<file path="config.mk">
export PLATFORM = sky130hd
export DESIGN_NAME = fpu_ss_scoreboard
export DESIGN_NICKNAME = d
export VERILOG_FILES = /design/src/rtl/fpu_ss_pkg.sv /design/src/rtl/fpu_ss_pending_cnt.sv /design/src/rtl/fpu_ss_scoreboard.sv
export SDC_FILE = /design/constraint.sdc
export NUM_CORES = 2
export LEC_CHECK = 0
export ABC_CLOCK_PERIOD_IN_PS = 6910
export CAP_MARGIN = 10
export CORE_MARGIN = 2
export CORE_UTILIZATION = 61
export DETAILED_ROUTE_END_ITERATION = 8
export PLACE_DENSITY = 0.78
export SLEW_MARGIN = 5
export SYNTH_ARGS = -nofsm -noshare
export SYNTH_HDL_FRONTEND = slang
export SYNTH_SLANG_ARGS = --single-unit
</file>
<file path="constraint.sdc">
create_clock -name clk_i -period 6.91 [get_ports clk_i]
set_input_delay 0.691 -clock clk_i [delete_from_list [all_inputs] [get_ports clk_i]]
set_output_delay 0.691 -clock clk_i [all_outputs]
set_load 0.01 [all_outputs]
</file>
<file path="src/rtl/fpu_ss_pkg.sv">
// Shared types for the FPU subsystem dependency scoreboard.
package fpu_ss_pkg;

  // Writeback channel numbering
  localparam int unsigned WB_FPU = 0;
  localparam int unsigned WB_LSU = 1;

  // Width of the core / rd fields stored per ID entry (supports up to 256 of each)
  localparam int unsigned FIELD_W = 8;

  typedef enum logic [1:0] {
    ID_FREE      = 2'd0,
    ID_PENDING   = 2'd1,
    ID_COMMITTED = 2'd2
  } id_state_e;

  typedef struct packed {
    id_state_e            state;
    logic [FIELD_W-1:0]   core;
    logic [FIELD_W-1:0]   rd;
    logic                 fp;
  } id_entry_t;

endpackage

</file>
<file path="src/rtl/fpu_ss_pending_cnt.sv">
// One saturating pending-write counter: +1 on inc, -1 per dec bit, -1 on kill.
module fpu_ss_pending_cnt #(
  parameter int unsigned CNT_WIDTH = 2,
  parameter int unsigned NB_WB     = 2
) (
  input  logic                 clk_i,
  input  logic                 rst_ni,
  input  logic                 inc_i,
  input  logic [NB_WB-1:0]     dec_i,
  input  logic                 kill_i,
  output logic [CNT_WIDTH-1:0] cnt_o
);

  localparam int unsigned SUM_W = CNT_WIDTH + $clog2(NB_WB + 2) + 1;
  localparam logic [SUM_W-1:0] MAX_S = SUM_W'({CNT_WIDTH{1'b1}});

  logic [CNT_WIDTH-1:0] cnt_r;
  logic [CNT_WIDTH-1:0] cnt_next_s;
  logic [SUM_W-1:0]     up_s;
  logic [SUM_W-1:0]     down_s;

  // Net change of the cycle, clamped so the counter neither wraps nor underflows
  always_comb begin
    up_s   = SUM_W'(cnt_r) + SUM_W'(inc_i);
    down_s = SUM_W'(kill_i);
    for (int j = 0; j < NB_WB; j++) begin
      down_s = down_s + SUM_W'(dec_i[j]);
    end
    if (down_s > up_s) begin
      cnt_next_s = '0;
    end else if ((up_s - down_s) > MAX_S) begin
      cnt_next_s = '1;
    end else begin
      cnt_next_s = CNT_WIDTH'(up_s - down_s);
    end
  end

  // Counter register
  always_ff @(posedge clk_i or negedge rst_ni) begin
    if (!rst_ni) begin
      cnt_r <= '0;
    end else begin
      cnt_r <= cnt_next_s;
    end
  end

  assign cnt_o = cnt_r;

endmodule

</file>
<file path="src/rtl/fpu_ss_scoreboard.sv">
// Multi-core FP register dependency tracker with per-ID commit state and
// multi-channel writeback clearing plus same-cycle forwarding.
module fpu_ss_scoreboard
  import fpu_ss_pkg::*;
#(
  parameter int unsigned NB_CORES   = 8,
  parameter int unsigned NUM_REGS   = 32,
  parameter int unsigned ID_WIDTH   = 4,
  parameter int unsigned CNT_WIDTH  = 2,
  parameter int unsigned NB_WB      = 2,
  parameter int unsigned FORWARDING = 1
) (
  input  logic                              clk_i,
  input  logic                              rst_ni,
  input  logic                              alloc_valid_i,
  output logic                              alloc_ready_o,
  input  logic [ID_WIDTH-1:0]               alloc_id_i,
  input  logic [$clog2(NB_CORES)-1:0]       alloc_core_i,
  input  logic [$clog2(NUM_REGS)-1:0]       alloc_rd_i,
  input  logic                              alloc_rd_fp_i,
  input  logic                              commit_valid_i,
  input  logic [ID_WIDTH-1:0]               commit_id_i,
  input  logic                              commit_kill_i,
  input  logic [NB_WB-1:0]                  wb_valid_i,
  input  logic [NB_WB*ID_WIDTH-1:0]         wb_id_i,
  input  logic [$clog2(NB_CORES)-1:0]       query_core_i,
  input  logic [3*$clog2(NUM_REGS)-1:0]     query_rs_i,
  input  logic [2:0]                        query_rs_used_i,
  output logic [2:0]                        dep_rs_o,
  output logic [2:0][NB_WB-1:0]             fwd_o,
  output logic [2**ID_WIDTH-1:0]            id_committed_o,
  output logic                              error_o
);

  localparam int unsigned NB_IDS = 2 ** ID_WIDTH;
  localparam int unsigned CORE_W = $clog2(NB_CORES);
  localparam int unsigned REG_W  = $clog2(NUM_REGS);
  localparam int unsigned CMP_W  = CNT_WIDTH + $clog2(NB_WB + 1) + 1;
  localparam logic [CNT_WIDTH-1:0] CNT_MAX = {CNT_WIDTH{1'b1}};

  id_entry_t            tbl_r [NB_IDS];
  logic                 error_r;
  logic [CNT_WIDTH-1:0] cnt_s [NB_CORES][NUM_REGS];

  logic [ID_WIDTH-1:0]  wb_id_s  [NB_WB];
  id_entry_t            wb_ent_s [NB_WB];
  logic [NB_WB-1:0]     wb_ok_s;
  logic [NB_WB-1:0]     wb_hit_s;
  logic                 wb_err_s;
  id_entry_t            cmt_ent_s;
  logic                 commit_ok_s;
  logic                 kill_dec_s;
  logic                 alloc_go_s;
  logic                 err_s;

  // Writeback decode: legal only on a COMMITTED entry not claimed by another channel
  always_comb begin
    logic dup;
    dup      = 1'b0;
    wb_ok_s  = '0;
    wb_hit_s = '0;
    wb_err_s = 1'b0;
    for (int j = 0; j < NB_WB; j++) begin
      wb_id_s[j]  = wb_id_i[j*ID_WIDTH +: ID_WIDTH];
      wb_ent_s[j] = tbl_r[wb_id_s[j]];
    end
    for (int j = 0; j < NB_WB; j++) begin
      dup = 1'b0;
      for (int k = 0; k < NB_WB; k++) begin
        dup = dup | ((k != j) && wb_valid_i[k] && (wb_id_s[k] == wb_id_s[j]));
      end
      wb_ok_s[j]  = wb_valid_i[j] && (wb_ent_s[j].state == ID_COMMITTED) && !dup;
      wb_hit_s[j] = wb_ok_s[j] && wb_ent_s[j].fp;
      wb_err_s    = wb_err_s | (wb_valid_i[j] & ~wb_ok_s[j]);
    end
  end

  // Commit/kill and allocation acceptance, plus protocol-violation detection
  always_comb begin
    cmt_ent_s     = tbl_r[commit_id_i];
    commit_ok_s   = commit_valid_i && (cmt_ent_s.state == ID_PENDING);
    kill_dec_s    = commit_ok_s && commit_kill_i && cmt_ent_s.fp;
    alloc_ready_o = (tbl_r[alloc_id_i].state == ID_FREE) &&
                    (!alloc_rd_fp_i || (cnt_s[alloc_core_i][alloc_rd_i] != CNT_MAX));
    alloc_go_s    = alloc_valid_i && alloc_ready_o;
    err_s         = wb_err_s || (commit_valid_i && !commit_ok_s) ||
                    (alloc_valid_i && !alloc_ready_o);
  end

  // ID table state machine and sticky error flag; illegal events leave state untouched
  always_ff @(posedge clk_i or negedge rst_ni) begin
    if (!rst_ni) begin
      for (int k = 0; k < NB_IDS; k++) begin
        tbl_r[k] <= '{state: ID_FREE, core: '0, rd: '0, fp: 1'b0};
      end
      error_r <= 1'b0;
    end else begin
      for (int j = 0; j < NB_WB; j++) begin
        if (wb_ok_s[j]) tbl_r[wb_id_s[j]].state <= ID_FREE;
      end
      if (commit_ok_s) begin
        tbl_r[commit_id_i].state <= commit_kill_i ? ID_FREE : ID_COMMITTED;
      end
      if (alloc_go_s) begin
        tbl_r[alloc_id_i] <= '{state: ID_PENDING,
                               core:  FIELD_W'(alloc_core_i),
                               rd:    FIELD_W'(alloc_rd_i),
                               fp:    alloc_rd_fp_i};
      end
      if (err_s) error_r <= 1'b1;
    end
  end

  // One pending-write counter per core and register
  for (genvar c = 0; c < NB_CORES; c++) begin : g_core
    for (genvar r = 0; r < NUM_REGS; r++) begin : g_reg
      logic             inc_s;
      logic [NB_WB-1:0] dec_s;
      logic             kill_s;

      assign inc_s  = alloc_go_s && alloc_rd_fp_i &&
                      (alloc_core_i == CORE_W'(c)) && (alloc_rd_i == REG_W'(r));
      assign kill_s = kill_dec_s && (cmt_ent_s.core == FIELD_W'(c)) &&
                      (cmt_ent_s.rd == FIELD_W'(r));
      for (genvar j = 0; j < NB_WB; j++) begin : g_dec
        assign dec_s[j] = wb_hit_s[j] && (wb_ent_s[j].core == FIELD_W'(c)) &&
                          (wb_ent_s[j].rd == FIELD_W'(r));
      end

      fpu_ss_pending_cnt #(
        .CNT_WIDTH (CNT_WIDTH),
        .NB_WB     (NB_WB)
      ) u_cnt (
        .clk_i  (clk_i),
        .rst_ni (rst_ni),
        .inc_i  (inc_s),
        .dec_i  (dec_s),
        .kill_i (kill_s),
        .cnt_o  (cnt_s[c][r])
      );
    end
  end

  // Source hazard check: forward only when exactly one channel retires the last write
  always_comb begin
    logic [REG_W-1:0]     rs;
    logic [CNT_WIDTH-1:0] cur;
    logic [NB_WB-1:0]     hit;
    logic [CMP_W-1:0]     nhit;
    rs       = '0;
    cur      = '0;
    hit      = '0;
    nhit     = '0;
    dep_rs_o = '0;
    fwd_o    = '0;
    for (int i = 0; i < 3; i++) begin
      rs   = query_rs_i[i*REG_W +: REG_W];
      cur  = cnt_s[query_core_i][rs];
      nhit = '0;
      for (int j = 0; j < NB_WB; j++) begin
        hit[j] = wb_hit_s[j] && (wb_ent_s[j].core == FIELD_W'(query_core_i)) &&
                 (wb_ent_s[j].rd == FIELD_W'(rs));
        nhit   = nhit + CMP_W'(hit[j]);
      end
      dep_rs_o[i] = query_rs_used_i[i] && (CMP_W'(cur) > nhit);
      fwd_o[i]    = ((FORWARDING != 0) && query_rs_used_i[i] &&
                     (CMP_W'(cur) == nhit) && (nhit == CMP_W'(1))) ? hit : '0;
    end
  end

  // Committed-entry status vector
  always_comb begin
    id_committed_o = '0;
    for (int k = 0; k < NB_IDS; k++) begin
      id_committed_o[k] = (tbl_r[k].state == ID_COMMITTED);
    end
  end

  assign error_o = error_r;

endmodule
</file>
## Word level (Yosys, flattened, before mapping)

Index checks and enable logic that the tools add are counted.

| word-level totals | value |
|---|---|
| logic and storage cells | 3752 |
| latch bits | 0 |
| memories kept | 0 |
| flip-flop bits (word level) | 817 |
| bits in writable memories | 0 |
| memory bits (read-only) | 0 |
| output and inout port bits | 27 |

| cells by class | value |
|---|---|
| $add $sub $neg | 1027 |
| reductions and logical operators | 1110 |
| magnitude comparators | 529 |
| muxes and demuxes | 562 |
| multipliers | 0 |
| eq/ne operators | 188 |
| bitwise operators | 15 |
| shift operators | 0 |
| div/mod/pow operators | 0 |

Operators by type and width:

| operator | count |
|---|---|
| $add 5x1->5 | 256 |
| $gt 5x2->1 const B | 256 |
| $gt 5x5->1 | 256 |
| $sub 5x5->5 | 256 |
| $bwmux 304 | 4 |
| $mux 304 | 4 |
| $logic_and 1x1->1 | 1093 |
| $mux 2 | 524 |
| $add 2x1->3 | 256 |
| $add 1x1->2 | 259 |
| $bmux 64 s3 | 2 |
| $eq 8x5->1 const B | 48 |
| $bmux 19 s4 | 4 |
| $demux 19 s4 | 4 |
| $mux 64 | 4 |
| $mux 19 | 12 |
| $eq 8x3->1 const B | 24 |
| $eq 8x4->1 const B | 24 |
| $eq 8x2->1 const B | 12 |
| $eq 5x5->1 const B | 16 |
| $eq 8x1->1 const B | 6 |
| $eq 8x5->1 | 6 |
| $logic_not 8->1 | 6 |
| $bmux 2 s5 | 4 |
| other kinds (29) | 95 |

## Logic depth before layout (Yosys ltp)

| logic depth | value |
|---|---|
| depth in word-level cells | 19 |
| mapped depth | 26 |
| depth with buffers taken out | 16 |

## Hierarchy

From an unflattened synthesis, not the netlist that was laid out.

| unflattened totals | value |
|---|---|
| cells, all modules | 8149 |
| area, all modules | 83716.5 µm² |

By module, submodules not included:

| module | instances | cells each | seq. area each (µm²) | area each (µm²) |
|---|---|---|---|---|
| fpu_ss_pending_cnt | 256 | 19 | 50.0 | 219.0 |
| fpu_ss_scoreboard | 1 | 3285 | 4429.2 | 27662.8 |

## Worst setup path before layout

OpenSTA, ideal clock, no wires.

| timing | value |
|---|---|
| kind | input -> register |
| start point | input wb_id_i[0] |
| end point | register g_core[1].g_reg[1].u_cnt.cnt_r[0] |
| setup slack | 1510 ps |
| stages | 16 |
| setup time | 123 ps |
| buffers on the path | 4 |
| arrival | 5277 ps |
| data required time | 6787 ps |
| path through | buf_2 > buf_1 > buf_1 > mux4_2 > mux4_2 > buf_2 > nor3_1 > nand2_1 > nor2_1 > fa_1 > ha_1 > fa_1 > inv_1 > ha_1 > nor2_1 > a21oi_1 |

| on the way | value |
|---|---|
| cells in the longest elaborated chain, start to end | 16 |

Ends and longest elaborated chain:

| item | RTL line | RTL |
|---|---|---|
| start, declared | fpu_ss_scoreboard.sv:25 | `input logic [NB_WB*ID_WIDTH-1:0] wb_id_i,` |
| $not 4->5 (implied by the code) | fpu_ss_scoreboard.sv:65 | `wb_ent_s[j] = tbl_r[wb_id_s[j]];` |
| $bmux 19 s4 | fpu_ss_scoreboard.sv:65 |  |
| $mux 19 (implied by the code) (2 in series) | fpu_ss_scoreboard.sv:65 |  |
| $eq 2x2->1 | fpu_ss_scoreboard.sv:72 | `wb_ok_s[j] = wb_valid_i[j] && (wb_ent_s[j].state == ID_COMMITTED) && !dup;` |
| $logic_and 1x1->1 (2 in series) | fpu_ss_scoreboard.sv:72 |  |
| $logic_and 1x1->1 | fpu_ss_scoreboard.sv:73 | `wb_hit_s[j] = wb_ok_s[j] && wb_ent_s[j].fp;` |
| $logic_and 1x1->1 (2 in series) | fpu_ss_scoreboard.sv:126 | `assign dec_s[j] = wb_hit_s[j] && (wb_ent_s[j].core == FIELD_W'(c)) &&` |
| $add 1x1->2 | fpu_ss_pending_cnt.sv:27 | `down_s = down_s + SUM_W'(dec_i[j]);` |
| $add 5x1->5 * | fpu_ss_pending_cnt.sv:27 |  |
| $sub 5x5->5 | fpu_ss_pending_cnt.sv:31 | `end else if ((up_s - down_s) > MAX_S) begin` |
| $gt 5x2->1 | fpu_ss_pending_cnt.sv:31 |  |
| $mux 2 | fpu_ss_pending_cnt.sv:31 |  |
| $mux 2 * | fpu_ss_pending_cnt.sv:29 | `if (down_s > up_s) begin` |
| via g_core[1].g_reg[1].u_cnt.cnt_next_s[0] | fpu_ss_pending_cnt.sv:18 | `logic [CNT_WIDTH-1:0] cnt_next_s;` |
| end signal, assigned | fpu_ss_pending_cnt.sv:43 | `cnt_r <= cnt_next_s;` |
| end, declared | fpu_ss_pending_cnt.sv:17 | `logic [CNT_WIDTH-1:0] cnt_r;` |

The timed path passes the listed nets; every way through them passes the cells marked *. The select of a mux whose other input is x is not followed.
A chain may end at the register's enable or synchronous reset.

==> flow_metrics.py <==
metrics = {
    "run_status": {
        "outcome": "complete, no violations",
    },
    "grt": {
        "track_usage": 0.4192,
        "grt_pass1_wl_mm": 435.4,
        "grt_pass1_vias": 71438,
        "grt_overflow": 0,
        "grt_antenna_before_repair": 17,
        "grt_max_degree": 174,
    },
    "worst_setup_path": {
        "reg2reg_to": "g_core[3].g_reg[2].u_cnt.cnt_o[1]$_DFF_PN0_",
        "worstSetupEndpointType": "primary output",
        "startpoint_type": "input port",
        "worstPathRequired_ns": 6.22,
        "worstSetupStartpoint": "wb_id_i[2]",
        "path_class": "in -> out",
        "timing.rr.start": "tbl_r[246]$_DFF_PN0_",
        "path_max_fanout": 12,
        "worst_ep_arrival_time_ns": 5.59,
        "rrSetupSlack_ns": 1.50,
        "r2r_cells": 16,
    },
    "synthesis": {
        "ys_async_sr_fraction": 1.000,
        "synth_simple_gate_area_frac": 0.09787,
        "post_synth.cell_area_avg_um2": 10.00,
        "synth.most_common_cell": "inv_1",
        "yosys-top-cells-count": "inv_1 (1557), ha_1 (1289), nor2_1 (1106)",
        "synth_fa_ha_area_frac": 0.3785,
        "yosys.area.top_type": "dfrtp_1",
        "synthMuxAreaShare": 0.1430,
        "netlist_area_um2": 83240,
        "synth_area_leaders": "dfrtp_1 (21%), ha_1 (19%), fa_1 (18%)",
        "synth-compound-area-share": 0.08127,
        "yosysUniqueCellTypes": 77,
        "synthXorXnorAreaFrac": 0.004209,
        "yosysSeqAreaShare": 0.2071,
        "synth_top_family_by_area": "adder cells",
        "synth_edf_count": 0,
        "postSynthCellCount": 8320,
        "synthesis.nets": 10430,
        "yosysTopAreaCellShare": 0.2071,
        "ys.flop_type": "dfrtp_1",
        "ys_warn_count": 0,
        "ys_seq_elements": 689,
    },
    "detailed_routing": {
        "vias_per_cell": 6.617,
        "drc": 0,
        "drtIter0Drc": 7560,
        "ant_nets": 0,
        "drt-total-wl_mm": 288.7,
        "dr.pass1.iters": 7,
        "num_vias": 67905,
        "wl_per_cell_um": 28.13,
    },
    "sta": {
        "fin_crit_sh": 0.9084,
        "clock.fmax_ghz": 0.1593,
        "worstMarginPinSlew_ns": 1.321,
        "setup_viol_count_final": 0,
        "hold_viol": 0,
        "min_period_ns": 6.277,
        "drv_slew": 0,
        "finalSetupTns_ns": 0,
        "fin_ws_ns": 0.6328,
        "rsz0062_at_grt": "false",
        "whs_ns": 0.5254,
        "slew-limit-headroom": 0.1097,
        "clock_skew_ns": 0.09248,
    },
    "floorplan": {
        "die_w_um": 373.4,
        "initial_core_util": 0.6145,
        "die-area_um2": 139400,
        "core_um2": 135500,
        "fp.dieH_um": 373.4,
        "boundaryPins": 80,
        "num_rows": 135,
    },
    "cells_and_area": {
        "drive_gt1_frac": 0.1196,
        "stdcell_area_um2": 90260,
        "multi_input_area_um2": 58770,
        "seq_area_um2": 17240,
        "syn_to_final_growth_pct": 8.436,
        "layout.nets": 10507,
        "fillers": 10279,
    },
    "clock_tree": {
        "clock_path_buffers": 3,
        "cts_sinks": 689,
        "cts_tree": "built",
        "cts_resized": 0,
        "cts_buffers": 89,
        "clk_pin_slew_ns": 0.06,
        "htree_levels": 3,
        "clock_latency_ns": 0.79,
        "root_buffer": "clkbuf_16",
    },
    "pwr": {
        "p_total_w": 0.01662,
        "p_per_area_nw_per_um2": 184.1,
        "vdd.ir_drop.worst_mv": 0.2916,
        "p_leak_nw": 39.12,
    },
    "placed_design": {
        "numPortBuffers": 79,
        "hpwl_mm": 201.8,
        "place_ws_ns": 0.7938,
        "gp_congestion": 1.037,
        "place_area_um2": 87250,
    },
    "hold_path": {
        "worstHoldPathType": "reg -> reg",
        "min_from": "tbl_r[302]$_DFF_PN0_",
        "holdPathEnd": "tbl_r[302]$_DFF_PN0_",
        "worstHoldPathCells": 1,
    },
    "flow_run": {
        "maxCapViolations": 0,
    },
}
==> critical path: stages <==
cell and delay (ns):
clkdlybuf4s50_1 1.00, mux4_2 0.36, mux4_2 0.25, and3_1 0.22, and2_1 0.18, nand4_1 0.61
nor3_1 0.43, ha_1 0.30, ha_1 0.31, nand4_1 0.14, nor4_1 0.32, buf_4 0.23
clkdlybuf4s50_1 0.54
==> per-layer routing <==
| layer | vias up | track usage | wire (um) |
|---|---|---|---|
| met5 | - | 0 | 97 |
| met4 | 14 | 0.3367 | 28620 |
| met3 | 1558 | 0.1460 | 40470 |
| met2 | 4853 | 0.6128 | 122900 |
| met1 | 33757 | 0.5040 | 96560 |
| li1 | 27723 | - | - |
==> final cells by class <==
class | count | share of cell area
multi-input cells | 5739 | 0.6511
flip-flops and latches | 689 | 0.1910
inverters | 1557 | 0.06475
repair buffers | 321 | 0.03521
clock buffers | 129 | 0.02856
well taps | 1781 | 0.02469
clock inverters | 30 | 0.004228
diodes | 16 | 0.0004436
==> cells in the final DEF (no fill, tap or decap), drive strengths merged, types with 256 or more instances in the layout <==
cell,instances
nor2,1106
nor3,282
nand2,293
buf,259
inv,1558
a21oi,585
dfrtp,689
mux4,393
ha,1289
o31a,256
fa,768
==> worst max path at each step <==
stage                                                        endpoint  slack [ns]  depth (start not counted)
after global placement                                       fwd_o[3]        0.82                         12
after detailed placement                                     fwd_o[2]        0.79                         12
after global routing                                         fwd_o[2]        0.50                         12
after CTS                                                    fwd_o[2]        0.77                         12
final                                                        fwd_o[2]        0.63                         13
after floorplan           g_core[1].g_reg[1].u_cnt.cnt_o[0]$_DFF_PN0_        1.51                         16
==> where the power goes <==
part	switching, W	internal, W
combinational	0.00357	0.00260
clock	0.00217	0.00272
sequential	0.000776	0.00478
==> what timing repair did <==
item / in CTS / in global routing
hold buffers: 1 / 0
setup buffers: 0 / 0
hold endpoints to repair: 27 / 0
==> state kept, by name, indices dropped and copies added (netlist names) <==
register,flops
error_o,1
g_core.g.u_cnt.cnt_o,512
tbl_r,176
==> cells by family (layout without fill, tap and decap cells) <==
| logic type | count (synthesis) | count (layout) |
|---|---|---|
| multiplexers | 667 | 667 |
| AND/OR/NAND/NOR | 1906 | 1906 |
| buffers and inverters | 1892 | 2037 |
| flip-flops | 689 | 689 |
| adder cells (fa/ha/maj) | 2057 | 2057 |
| XOR/XNOR | 40 | 40 |
| AO/OA/AOI/OAI | 1069 | 1069 |
| other | 0 | 16 |
==> stage by stage <==
step	instances	util
after floorplan	8320	-
after global placement	10086	0.6441
after detailed placement	10086	0.6441
after CTS	10246	0.6660
after global routing	10249	0.6661
final	10262	0.6663
Power figures use the tool's default switching activity.
